`src/rtl/wakeup_scoreboard.sv`:
```
// Wakeup scoreboard: registers a gated broadcast tag per writeback channel and keeps a
// physical-register ready table with allocation clears, wakeup sets and same-cycle query bypass.
module wakeup_scoreboard #(
  parameter int NUM_WB    = 4,
  parameter int PR_W      = 6,
  parameter int NUM_PR    = 64,
  parameter int NUM_ALLOC = 2,
  parameter int NUM_QUERY = 4
) (
  input  logic                      clk,
  input  logic                      rst,
  input  logic                      flush,
  input  logic [NUM_WB-1:0]         wb_vld,
  input  logic [NUM_WB*PR_W-1:0]    wb_pr,
  output logic [NUM_WB*PR_W-1:0]    wb_dest,
  input  logic [NUM_ALLOC-1:0]      alloc_vld,
  input  logic [NUM_ALLOC*PR_W-1:0] alloc_pr,
  input  logic [NUM_QUERY*PR_W-1:0] query_pr,
  output logic [NUM_QUERY-1:0]      query_rdy,
  output logic [PR_W:0]             busy_cnt
);

  logic [NUM_PR-1:0]      ready_q, ready_d;
  logic [PR_W:0]          busy_q, busy_d;
  logic [NUM_WB*PR_W-1:0] wb_dest_q, wb_dest_d;
  logic [NUM_PR-1:0]      wake_vec  [NUM_WB];
  logic [NUM_PR-1:0]      alloc_vec [NUM_ALLOC];

  for (genvar i = 0; i < NUM_WB; i++) begin : g_wb
    logic [PR_W-1:0] pr;
    logic            hit;
    assign pr          = wb_pr[i*PR_W +: PR_W];
    assign hit         = wb_vld[i] && (pr != '0);
    assign wake_vec[i] = hit ? (NUM_PR'(1) << pr) : '0;
    assign wb_dest_d[i*PR_W +: PR_W] = (hit && !flush) ? pr : '0;
  end

  for (genvar j = 0; j < NUM_ALLOC; j++) begin : g_alloc
    logic [PR_W-1:0] pr;
    assign pr           = alloc_pr[j*PR_W +: PR_W];
    assign alloc_vec[j] = (alloc_vld[j] && (pr != '0)) ? (NUM_PR'(1) << pr) : '0;
  end

  // Bypass compares raw wakeup tags and ignores flush; a null query tag is ready regardless.
  for (genvar k = 0; k < NUM_QUERY; k++) begin : g_query
    logic [PR_W-1:0] q;
    logic            byp;
    assign q = query_pr[k*PR_W +: PR_W];
    always_comb begin
      byp = 1'b0;
      for (int i = 0; i < NUM_WB; i++) begin
        if (wb_vld[i] && (wb_pr[i*PR_W +: PR_W] == q)) byp = 1'b1;
      end
    end
    assign query_rdy[k] = (q == '0) || ready_q[q] || byp;
  end

  always_comb begin
    logic [NUM_PR-1:0] wake_all, alloc_all;
    wake_all  = '0;
    alloc_all = '0;
    for (int i = 0; i < NUM_WB; i++)    wake_all  = wake_all  | wake_vec[i];
    for (int j = 0; j < NUM_ALLOC; j++) alloc_all = alloc_all | alloc_vec[j];
    // Clearing after setting lets an allocation win over a same-cycle wakeup.
    ready_d = (ready_q | wake_all) & ~alloc_all;
    if (flush) ready_d = '1;
    ready_d[0] = 1'b1;
    busy_d = '0;
    for (int p = 0; p < NUM_PR; p++) busy_d = busy_d + {{PR_W{1'b0}}, ~ready_d[p]};
  end

  // NOTE: the ready table is ordinary flops, not a RAM, so it is reset along with the rest.
  always_ff @(posedge clk or posedge rst) begin
    if (rst) begin
      ready_q   <= '1;
      busy_q    <= '0;
      wb_dest_q <= '0;
    end else begin
      ready_q   <= ready_d;
      busy_q    <= busy_d;
      wb_dest_q <= wb_dest_d;
    end
  end

  assign wb_dest  = wb_dest_q;
  assign busy_cnt = busy_q;

endmodule

```
`config.mk`:
```
export PLATFORM = sky130hd
export DESIGN_NAME = wakeup_scoreboard
export DESIGN_NICKNAME = d
export VERILOG_FILES = /design/src/rtl/wakeup_scoreboard.sv
export SDC_FILE = /design/constraint.sdc
export NUM_CORES = 1
export LEC_CHECK = 0
export BUFFER_PORTS_ARGS = -buffer_cell sky130_fd_sc_hd__buf_4
export CORE_MARGIN = 2
export CORE_UTILIZATION = 56
export CTS_CLUSTER_SIZE = 20
export DETAILED_ROUTE_END_ITERATION = 10
export GPL_TIMING_DRIVEN = 0
export PLACE_DENSITY = 0.79
export SETUP_SLACK_MARGIN = 0.4
export SKIP_LAST_GASP = 1
export SYNTH_ARGS = -nofsm -noshare
export SYNTH_HDL_FRONTEND = slang
export SYNTH_SLANG_ARGS = --single-unit
```
`constraint.sdc`:
```
create_clock -name clk -period 6.5 [get_ports clk]
set_input_delay 0.325 -clock clk [delete_from_list [all_inputs] [get_ports clk]]
set_output_delay 0.325 -clock clk [all_outputs]
set_load 0.03 [all_outputs]
```
==> load_flow_metrics.sql <==
INSERT INTO impl_metrics (metric_group, metric, value, unit) VALUES
('power', 'max-vdd-ir-drop', '0.143', 'mV'),
('sta', 'layout_setup_ws', '-0.806', 'ns'),
('yosys', 'ys_ff_latch', '94', ''),
('clock_tree', 'clk_pin_slew_worst_paths', '0.08', 'ns'),
('grt', 'global_route_congestion_overflow_total', '0', ''),
('sta', 'report.final.slew_viol_count', '0', ''),
('place', 'port_buffers', '67', ''),
('place', 'globalplace.congestion', '1.11', ''),
('yosys', 'avgSynthCellArea', '8.90', 'um2'),
('setup_path', 'worst-setup-path-type', 'input port to flop', ''),
('yosys', 'seq_area_frac_synth', '21.5', '%'),
('sta', 'finalHoldWorstSlack', '0.249', 'ns'),
('setup_path', 'cpMaxStageDelayCell', 'sky130_fd_sc_hd__fa_2', ''),
('sta', 'slew_headroom', '32.5', '%'),
('yosys', 'synthesis.instances', '1268', ''),
('min_path', 'worstHoldPathType', 'input port to flop', ''),
('grt', 'grt_pass1_wl', '81000', 'um'),
('route', 'routed_wirelength', '57000', 'um'),
('sta', 'finalSetupViolCount', '7', ''),
('yosys', 'mappedNetlistNets', '1405', ''),
('yosys', 'yosysWarnings', '0', ''),
('clock_tree', 'cts_max_level', '3', ''),
('setup_path', 'critical_path.max_stage_delay', '0.61', 'ns'),
('setup_path', 'worst-endpoint-arrival', '7.58', 'ns'),
('power', 'power.density', '138', 'mW/mm2'),
('clock_tree', 'ctsRootBufferMaster', 'sky130_fd_sc_hd__clkbuf_16', ''),
('route', 'firstDrtPassIters', '8', ''),
('grt', 'grt_start_max_net_pins', '71', ''),
('clock_tree', 'numClockSinks', '94', ''),
('sta', 'achievable-frequency', '0.137', 'GHz'),
('sta', 'tightest_slew', '1.01', 'ns'),
('yosys', 'synth-async-reset-ratio', '100', '%'),
('route', 'route.top_layer_used', 'met5', ''),
('setup_path', 'crit_path_start_kind', 'input port', ''),
('sta', 'grt_setup_unrepaired', 'true', ''),
('yosys', 'synth_commonest_cells', '131 x sky130_fd_sc_hd__o22ai_1, 99 x sky130_fd_sc_hd__nor2_1, 69 x sky130_fd_sc_hd__nand2_1', ''),
('status', 'run_status', 'finished with violations', ''),
('route', 'routedWlPerCell', '34.2', 'um'),
('setup_path', 'crit_required', '6.77', 'ns'),
('sta', 'report.final.hold_viol_count', '0', ''),
('sta', 'finalWorstPathRequiredPeriod', '7.31', 'ns'),
('route', 'detail-route-antenna-nets', '0', ''),
('route', 'wl_met3', '8820', 'um'),
('clock_tree', 'cts_buffer_depth', '2', ''),
('yosys', 'synth_area', '0.0113', 'mm2'),
('floorplan', 'io-pin-count', '104', ''),
('floorplan', 'initial_cell_density_of_the_core', '57.6', '%'),
('route', 'dr_wl_met2', '23700', 'um'),
('floorplan', 'die-area', '0.0213', 'mm2'),
('yosys', 'synth.top_cell.area_share', '14.7', '%'),
('grt', 'antenna_violations_before_repair', '4', ''),
('job', 'cap_violations', '0', ''),
('status', 'violations', 'setup timing', ''),
('clock_tree', 'numCtsBuffers', '9', ''),
('grt', 'grt_pass1_vias', '12687', ''),
('clock_tree', 'cts_tree', 'yes', ''),
('layout', 'areaGrowthSynthToFinish', '19.9', '%'),
('yosys', 'number_of_enable_flip_flop_cells_after_synthesis', '0', ''),
('setup_path', 'setup.worst_path.end_class', 'flop', ''),
('setup_path', 'critical_path_peak_fanout', '10', ''),
('layout', 'finished_cell_area', '0.0135', 'mm2'),
('floorplan', 'die_w', '146', 'um'),
('layout', 'layout-drive-gt1-share', '34.7', '%'),
('floorplan', 'row_count', '51', ''),
('yosys', 'synthMostInstantiatedCell', 'sky130_fd_sc_hd__o22ai_1', ''),
('yosys', 'synthFlopType', 'sky130_fd_sc_hd__dfstp_2', ''),
('route', 'detail_route.iter0.violations', '2189', ''),
('clock_tree', 'clk_latency_worst_skew_pair', '0.38', 'ns'),
('grt', 'aggregate_global_route_resource_usage', '52.0', '%'),
('route', 'route.detailed.vias_per_inst', '7.75', ''),
('yosys', 'netlist-cell-type-count', '69', '');
where the power goes:
group,internal [W],leakage [nW],total [W],switching [W]
logic,0.000241,3.92,0.000656,0.000415
registers,0.000609,1.08,0.000628,0.0000198
clock network,0.000311,0.146,0.000586,0.000275
total,0.00116,5.15,0.00187,0.000710
kinds of logic after synthesis:
logic type | Yosys count | synth area share [%]
buffers and inverters | 172 | 7.00
AO/OA/AOI/OAI | 268 | 15.8
XOR/XNOR | 100 | 7.76
flip-flops | 94 | 21.5
adder cells (fa/ha/maj) | 68 | 11.1
AND/OR/NAND/NOR | 485 | 22.7
multiplexers | 81 | 14.1
routing by layer:
metal  track usage, %  vias up
met5                0        -
met4             39.1        4
met3             21.0      484
met2             76.3     1440
met1             61.3     6091
li1                 -     4895
worst paths after layout:
check / from / endpoint / slack [ns] / cells past startpoint
max: wb_pr[22] / busy_cnt[6]$_DFF_PP0_ / -0.81 / 25
min: wb_pr[17] / wb_dest[17]$_DFF_PP0_ / 0.25 / 3
max reg2reg: ready_q[1]$_DFF_PP1_ / busy_cnt[6]$_DFF_PP0_ / -0.45 / 22
min reg2reg: ready_q[15]$_DFF_PP1_ / ready_q[15]$_DFF_PP1_ / 0.78 / 2
max in group asynchronous: rst / ready_q[40]$_DFF_PP1_ / 5.26 / 4
min in group asynchronous: rst / wb_dest[13]$_DFF_PP0_ / 0.50 / 3
worst max-delay path: cells and delay by family:
family,cells,cell delay [ns]
AO/OA/AOI/OAI,4,0.89
adder cells (fa/ha/maj),10,4.61
buffers and inverters,5,0.81
AND/OR/NAND/NOR,6,0.89
state kept, by name, summed over array words and instances (netlist names):
register / count
wb_dest: 24
ready_q: 63
busy_cnt: 7
area by class of cell:
cell class                      instances  area (um2)
Antenna cell                            2        5.00
Buffer                                110         781
Clock buffer                           11         243
Clock inverter                          4        56.3
Fill cell                            1562        6060
Inverter                               62         235
Multi-Input combinational cell       1002        8530
Sequential cell                        94        2430
Tap cell                              265         332
Timing Repair Buffer                  116         921
cell usage in the layout (no fill, tap or decap), types with 21 or more instances in the layout:
cell type,n
sky130_fd_sc_hd__nand4_1,27
sky130_fd_sc_hd__dfrtp_1,31
sky130_fd_sc_hd__or2_2,35
sky130_fd_sc_hd__buf_4,128
sky130_fd_sc_hd__o22ai_1,125
sky130_fd_sc_hd__inv_1,55
sky130_fd_sc_hd__nor2b_1,23
sky130_fd_sc_hd__buf_6,21
sky130_fd_sc_hd__nand3_1,51
sky130_fd_sc_hd__mux4_2,58
sky130_fd_sc_hd__xnor2_1,50
sky130_fd_sc_hd__xor2_1,49
sky130_fd_sc_hd__and2_1,29
sky130_fd_sc_hd__nor2_1,87
sky130_fd_sc_hd__fa_1,48
sky130_fd_sc_hd__a21oi_1,27
sky130_fd_sc_hd__nand2_1,59
sky130_fd_sc_hd__dfstp_2,63
sky130_fd_sc_hd__nor3_1,42
sky130_fd_sc_hd__buf_2,25
timing repair:
item	4_1_cts	5_1_grt
resized for setup	87	136
setup endpoints to repair	7	7
pin swaps	12	30
setup buffers	21	26
endpoints found under the hold margin	24	0
hold buffers	1	0
per-stage QoR:
stage / TNS (ns) / utilization (%) / instances / power [W] / worst slack, ns
floorplan: -0.418 / - / 1268 / 0.000990 / -0.206
global placement: -8.67 / 62.1 / 1600 / 0.00118 / -1.56
detailed placement: -8.52 / 62.2 / 1601 / 0.00119 / -1.54
CTS: -2.18 / 66.0 / 1638 / 0.00179 / -0.552
global route: -5.42 / 69.0 / 1664 / 0.00191 / -1.09
finish: -3.66 / 69.1 / 1666 / 0.00187 / -0.806
No activity file was read; power rests on OpenSTA's default activity.
